## src/rtl/uart_pkg.sv

```systemverilog
// Shared definitions for the UART transmit engine: FSM encoding, config bit meanings, line levels.
package uart_pkg;

    typedef enum logic [2:0] {
        ST_IDLE   = 3'd0,
        ST_START  = 3'd1,
        ST_DATA   = 3'd2,
        ST_PARITY = 3'd3,
        ST_STOP   = 3'd4,
        ST_DONE   = 3'd5
    } tx_state_t;

    localparam logic DATA_BITS_8 = 1'b0;
    localparam logic DATA_BITS_7 = 1'b1;
    localparam logic STOP_BITS_1 = 1'b0;
    localparam logic STOP_BITS_2 = 1'b1;
    localparam logic IDLE_LEVEL  = 1'b1;

endpackage

```

## src/rtl/uart_baud_gen.sv

```systemverilog
// Bit-period timer: counts 0..N-1 and flags the last cycle of each bit (N of 0 or 1 acts as 1).
module uart_baud_gen #(
    parameter int BAUD_VALUE_WIDTH = 16
) (
    input  logic                        clk_i,
    input  logic                        a_rst_n_i,
    input  logic                        clear_i,
    input  logic [BAUD_VALUE_WIDTH-1:0] baud_val_i,
    output logic                        tick_o
);

    logic [BAUD_VALUE_WIDTH-1:0] cnt_r;
    logic [BAUD_VALUE_WIDTH-1:0] last_s;

    // Terminal count decode; clear keeps the timer parked so the first bit is a full period.
    always_comb begin
        last_s = '0;
        tick_o = 1'b0;
        if (baud_val_i > BAUD_VALUE_WIDTH'(1)) begin
            last_s = baud_val_i - BAUD_VALUE_WIDTH'(1);
        end else begin
            last_s = '0;
        end
        if (clear_i) begin
            tick_o = 1'b0;
        end else begin
            tick_o = (cnt_r == last_s);
        end
    end

    // Cycle counter within the current bit.
    always_ff @(posedge clk_i or negedge a_rst_n_i) begin
        if (!a_rst_n_i) begin
            cnt_r <= '0;
        end else if (clear_i || tick_o) begin
            cnt_r <= '0;
        end else begin
            cnt_r <= cnt_r + BAUD_VALUE_WIDTH'(1);
        end
    end

endmodule

```

## src/rtl/uart_tx_engine.sv

```systemverilog
// UART serial transmitter: one LSB-first frame per tx_enable request, configuration shadowed at start.
// Optional even parity bit is built only when UART_TX_PARITY_EN is defined.
module uart_tx_engine
    import uart_pkg::*;
#(
    parameter int DATA_WIDTH       = 8,
    parameter int BAUD_VALUE_WIDTH = 16
) (
    input  logic                        clk_i,
    input  logic                        a_rst_n_i,
    input  logic                        tx_enable_i,
    input  logic [DATA_WIDTH-1:0]       tx_data_i,
    input  logic                        data_bit_num_i,
    input  logic                        parity_i,
    input  logic                        stop_bit_num_i,
    input  logic [BAUD_VALUE_WIDTH-1:0] baud_tick_val_i,
    output logic                        tx_o,
    output logic                        start_complete_o,
    output logic                        data_complete_o,
    output logic                        tx_complete_o
);

    localparam int IDX_W = $clog2(DATA_WIDTH);

    tx_state_t                   state_r;
    logic [DATA_WIDTH-1:0]       data_r;
    logic                        data7_r;
    logic                        stop2_r;
    logic [BAUD_VALUE_WIDTH-1:0] baud_r;
    logic [IDX_W-1:0]            bit_idx_r;
    logic                        stop_cnt_r;
    logic                        tx_r;
    logic                        start_done_r;
    logic                        data_done_r;
    logic                        tx_done_r;
    logic                        tick_s;
    logic                        baud_clear_s;
    logic [IDX_W-1:0]            last_idx_s;

`ifdef UART_TX_PARITY_EN
    logic                        parity_en_r;

    function automatic logic even_parity(input logic [DATA_WIDTH-1:0] d, input logic short_frame);
        logic [DATA_WIDTH-1:0] m;
        m = d;
        if (short_frame) begin
            m[DATA_WIDTH-1] = 1'b0;
        end
        return ^m;
    endfunction
`else
    logic                        unused_parity_s;
    assign unused_parity_s = parity_i;
`endif

    assign baud_clear_s = (state_r == ST_IDLE) || (state_r == ST_DONE);
    assign last_idx_s   = (data7_r == DATA_BITS_7) ? IDX_W'(DATA_WIDTH - 2) : IDX_W'(DATA_WIDTH - 1);

    uart_baud_gen #(
        .BAUD_VALUE_WIDTH(BAUD_VALUE_WIDTH)
    ) u_baud_gen (
        .clk_i      (clk_i),
        .a_rst_n_i  (a_rst_n_i),
        .clear_i    (baud_clear_s),
        .baud_val_i (baud_r),
        .tick_o     (tick_s)
    );

    // Frame sequencer; tx_r is loaded with the level of the state being entered.
    always_ff @(posedge clk_i or negedge a_rst_n_i) begin
        if (!a_rst_n_i) begin
            state_r      <= ST_IDLE;
            data_r       <= '0;
            data7_r      <= 1'b0;
            stop2_r      <= 1'b0;
            baud_r       <= '0;
            bit_idx_r    <= '0;
            stop_cnt_r   <= 1'b0;
            tx_r         <= IDLE_LEVEL;
            start_done_r <= 1'b0;
            data_done_r  <= 1'b0;
            tx_done_r    <= 1'b0;
`ifdef UART_TX_PARITY_EN
            parity_en_r  <= 1'b0;
`endif
        end else begin
            case (state_r)
                ST_IDLE: begin
                    if (tx_enable_i) begin
                        data_r       <= tx_data_i;
                        data7_r      <= data_bit_num_i;
                        stop2_r      <= stop_bit_num_i;
                        baud_r       <= baud_tick_val_i;
`ifdef UART_TX_PARITY_EN
                        parity_en_r  <= parity_i;
`endif
                        bit_idx_r    <= '0;
                        stop_cnt_r   <= 1'b0;
                        start_done_r <= 1'b0;
                        data_done_r  <= 1'b0;
                        tx_done_r    <= 1'b0;
                        tx_r         <= 1'b0;
                        state_r      <= ST_START;
                    end else begin
                        tx_r <= IDLE_LEVEL;
                    end
                end
                ST_START: begin
                    if (tick_s) begin
                        start_done_r <= 1'b1;
                        tx_r         <= data_r[0];
                        state_r      <= ST_DATA;
                    end
                end
                ST_DATA: begin
                    if (tick_s) begin
                        if (bit_idx_r == last_idx_s) begin
`ifdef UART_TX_PARITY_EN
                            if (parity_en_r) begin
                                tx_r    <= even_parity(data_r, data7_r);
                                state_r <= ST_PARITY;
                            end else begin
                                data_done_r <= 1'b1;
                                tx_r        <= IDLE_LEVEL;
                                state_r     <= ST_STOP;
                            end
`else
                            data_done_r <= 1'b1;
                            tx_r        <= IDLE_LEVEL;
                            state_r     <= ST_STOP;
`endif
                        end else begin
                            bit_idx_r <= bit_idx_r + IDX_W'(1);
                            tx_r      <= data_r[bit_idx_r + IDX_W'(1)];
                        end
                    end
                end
`ifdef UART_TX_PARITY_EN
                ST_PARITY: begin
                    if (tick_s) begin
                        data_done_r <= 1'b1;
                        tx_r        <= IDLE_LEVEL;
                        state_r     <= ST_STOP;
                    end
                end
`endif
                ST_STOP: begin
                    if (tick_s) begin
                        if ((stop2_r == STOP_BITS_2) && !stop_cnt_r) begin
                            stop_cnt_r <= 1'b1;
                        end else begin
                            tx_done_r <= 1'b1;
                            state_r   <= ST_DONE;
                        end
                    end
                end
                ST_DONE: begin
                    tx_r <= IDLE_LEVEL;
                    // Wait for the controller to drop the request so one request never sends twice.
                    if (!tx_enable_i) begin
                        state_r <= ST_IDLE;
                    end
                end
                default: begin
                    tx_r    <= IDLE_LEVEL;
                    state_r <= ST_IDLE;
                end
            endcase
        end
    end

    assign tx_o             = tx_r;
    assign start_complete_o = start_done_r;
    assign data_complete_o  = data_done_r;
    assign tx_complete_o    = tx_done_r;

endmodule

```

## config.mk

```make
export PLATFORM = sky130hd
export DESIGN_NAME = uart_tx_engine
export DESIGN_NICKNAME = d
export VERILOG_FILES = /design/src/rtl/uart_pkg.sv /design/src/rtl/uart_baud_gen.sv /design/src/rtl/uart_tx_engine.sv
export SDC_FILE = /design/constraint.sdc
export NUM_CORES = 1
export LEC_CHECK = 0
export CAP_MARGIN = 25
export CORE_MARGIN = 10
export CORE_UTILIZATION = 60
export CTS_BUF_LIST = sky130_fd_sc_hd__clkbuf_8 sky130_fd_sc_hd__clkbuf_16
export CTS_CLUSTER_SIZE = 16
export DETAILED_ROUTE_END_ITERATION = 8
export GPL_TIMING_DRIVEN = 0
export PLACE_DENSITY = 0.83
export SYNTH_ARGS = -nofsm -noshare
export SYNTH_HDL_FRONTEND = slang
export SYNTH_HIERARCHICAL = 1
export SYNTH_SLANG_ARGS = --single-unit
export TNS_END_PERCENT = 20
```

## constraint.sdc

```tcl
create_clock -name clk_i -period 8.75 [get_ports clk_i]
set_input_delay 0.875 -clock clk_i [delete_from_list [all_inputs] [get_ports clk_i]]
set_output_delay 0.875 -clock clk_i [all_outputs]
set_load 0.02 [all_outputs]
```

==> flow_summary.yaml <==
status:
  status: "finished clean"
clocking:
  clk_pin_slew_ns: 0.10
  cts-buffers-inserted: 5
  tritoncts_clock_tree: "yes"
  postCtsSetupBuffers: 0
  clock_latency_ns: 0.31
  clk_path_buf_depth: 2
  cts.sink_count: 53
  clockRootBuffer: "sky130_fd_sc_hd__clkbuf_8"
  cts-htree-levels: 2
  hold_buffers: 0
  post_cts_resize_count: 0
global_route:
  met2_grt_util: 0.319
  gr-usage-met3: 0.0322
  first_pass_grt_wire_length_um: 13400
  antenna_found_initial: 0
  gr-max-usage-layer: "met2"
  globalRoute.totalOverflow: 0
  grt_start_max_net_pins: 41
  gr-usage-all-layers: 0.181
  globalRouteMet1Util: 0.218
  first_global_vias: 2765
final_layout:
  number_of_fillers_in_the_final_layout: 430
  n_antenna_cell: 0
  layout_common_cells: "52 x sky130_fd_sc_hd__dfrtp_1, 31 x sky130_fd_sc_hd__clkdlybuf4s50_1, 25 x sky130_fd_sc_hd__nor3_1, 22 x sky130_fd_sc_hd__nor2_1, 22 x sky130_fd_sc_hd__mux2_1"
  final_common_cell: "sky130_fd_sc_hd__dfrtp_1"
  nNetsFinal: 410
  layout-drive-gt1-share: 0.133
  final_area_um2: 3910
  syn2layout_area_growth_pct: 15.5
drt:
  drc_errors: 0
  finalWirelength_um: 7910
  dr.pass1.iters: 5
  detailroute.via_count: 2790
  antenna_violating_nets_post_route: 0
  routedWlPerCell_um: 17.6
  post_drt_via_cell_ratio: 6.21
  drtIter0Drc: 216
worst_setup_path:
  timing.critical_path.mode_cell: "sky130_fd_sc_hd__or4_4"
  r2r-start: "baud_r[8]$_DFFE_PN0P_"
  cp_data_required_time_ns: 8.96
  critical_path.reg2reg.endpoint: "state_r[1]$_DFFE_PN0P_"
  cp-end-kind: "register"
  setup.worst_path.start_class: "register"
  worst-path-max-fanout: 10
  slowest_delay_ns: 0.62
  crit_path_top_delay_cell: "sky130_fd_sc_hd__or4_4"
  timing.critical_path.arrival_ns: 4.63
  ff2ff_setup_slack_ns: 4.33
  r2r_cells: 11
  worstPathBufferInverterCount: 1
  critical_path_class: "register to register"
  path_delay_family: "simple AND/OR/NAND/NOR gates"
  crit_chain: "or4_4 > or4_4 > or4_1 > a32oi_1 > nand4b_1 > a2111oi_4 > nor2b_1 > buf_2 > nor3b_1 > o22a_1 > nor2_1"
timing:
  drv_slew: 0
  final_min_period_over_clock_period: 0.506
  number_of_hold_slack_violations_in_the_final_timing_report: 0
  timing.fmax_ghz: 0.226
  worst_pin_slew_ns: 0.541
  worst_clock_skew_on_the_final_layout_ns: 0.00580
  rsz0062_at_grt: "no"
  period_minus_slack_ns: 4.42
  final_count_of_negative_setup_slack_endpoints: 0
  finalHoldWorstSlack_ns: 0.469
  slew-limit-headroom: 0.639
  timing.setup.tns_ns: 0
floorplan:
  std_cell_rows: 27
  effective_utilization_at_floorplan: 0.615
  core_area_um2: 5510
  die_width_um: 95.1
  fp.dieArea_um2: 9050
  num_io_pins: 34
  fp.dieH_um: 95.1
worst_hold_path:
  hp-class: "input port to asynchronous set/reset pin"
placed_design:
  placedInstanceArea_um2: 3810
  gp_congestion: 0.955
  detailed_place_hpwl_um: 5910
  port-buffer-count: 32
synth:
  netlist-cell-type-count: 71
  postSynthCellCount: 336
  synth_area_um2: 3390
  synth_nets: 370
  ys_ff_latch: 53
  synth.yosys.seq_area_share: 0.392
  syn_area_per_cell_um2: 10.1
  synth_async_sr_flop_share: 1.00
  synth.yosys.warnings: 6
  synth-edff-count: 0
  synth_flop_cell: "sky130_fd_sc_hd__dfrtp_1"
power:
  vdd.ir_drop.worst_mv: 0.140
  total_leakage_power_nw: 1.55
  power.density_nw_per_um2: 251
job:
  drv_cap: 0
==> power breakdown <==
| group | total [mW] | leakage (nW) | internal (mW) | switching (mW) |
|---|---|---|---|---|
| sequential | 0.405 | 0.677 | 0.318 | 0.0876 |
| clock | 0.151 | 0.0478 | 0.0653 | 0.0854 |
| combinational | 0.426 | 0.821 | 0.204 | 0.222 |
==> cell type report <==
type	instances	area (µm²)	share of cell area
Timing Repair Buffer	33	335	0.0857
Multi-Input combinational cell	254	1920	0.490
Buffer	21	115	0.0294
Inverter	8	30.0	0.00768
Clock buffer	6	82.6	0.0211
Clock inverter	2	16.3	0.00416
Tap cell	72	90.1	0.0230
Sequential cell	53	1330	0.339
==> sequential cells by signal, indices dropped and copies added, names as in the netlist <==
register,count
tx_complete_o,1
data7_r,1
data_complete_o,1
tx_o,1
bit_idx_r,3
baud_r,16
u_baud_gen/cnt_r,16
stop2_r,1
stop_cnt_r,1
start_complete_o,1
data_r,8
state_r,3
==> worst max-delay path by stage <==
stage,startpoint,end,slack (ns),cells past startpoint
2_1_floorplan,baud_r[8]$_DFFE_PN0P_,state_r[1]$_DFFE_PN0P_,4.91,11
3_3_place_gp,baud_r[8]$_DFFE_PN0P_,state_r[1]$_DFFE_PN0P_,4.42,11
3_5_place_dp,baud_r[8]$_DFFE_PN0P_,state_r[1]$_DFFE_PN0P_,4.38,11
4_1_cts,baud_r[8]$_DFFE_PN0P_,state_r[1]$_DFFE_PN0P_,4.37,11
5_1_grt,baud_r[4]$_DFFE_PN0P_,state_r[1]$_DFFE_PN0P_,4.03,13
6_report,baud_r[8]$_DFFE_PN0P_,state_r[1]$_DFFE_PN0P_,4.33,11
==> metal layers <==
metal / routed length, µm / up-vias
met2: 4120 / 110
li1: - / 1318
met5: 0 / -
met4: 142 / 0
met3: 430 / 18
met1: 3220 / 1344
==> kinds of logic (layout without fill, tap and decap cells) <==
logic type                 count (synthesis)  in the layout  share of synthesized area
and+or+nand+nor                          129            129                      0.228
DFF                                       53             53                      0.392
buffers and inverters                     29             70                     0.0428
muxes                                     35             35                      0.114
AOI/OAI and AO/OA                         56             56                      0.124
xor gates and xnor gates                  30             30                     0.0838
adders and majority gates                  4              4                     0.0148
==> Yosys cell counts, drive strengths merged, types with 8 or more instances <==
library cell | count | area [µm²]
a21oi | 13 | 65.1
buf | 13 | 83.8
clkbuf | 8 | 31.3
dfrtp | 52 | 1300
inv | 8 | 30.0
mux2 | 29 | 327
nand2 | 10 | 40.0
nand3 | 11 | 55.1
nor2 | 25 | 120
nor3 | 26 | 135
or4 | 9 | 83.8
xnor2 | 18 | 165
xor2 | 11 | 96.3
==> stage by stage <==
step / utilization / power (mW) / std cells / setup slack, ns
finish: 0.711 / 0.982 / 449 / 4.33
detailed placement: 0.693 / 0.826 / 441 / 4.38
floorplan: - / 0.704 / 336 / 4.91
global route: 0.711 / 1.04 / 449 / 4.03
global placement: 0.690 / 0.808 / 440 / 4.42
CTS: 0.711 / 0.977 / 449 / 4.37
No activity file was read; power rests on OpenSTA's default activity.
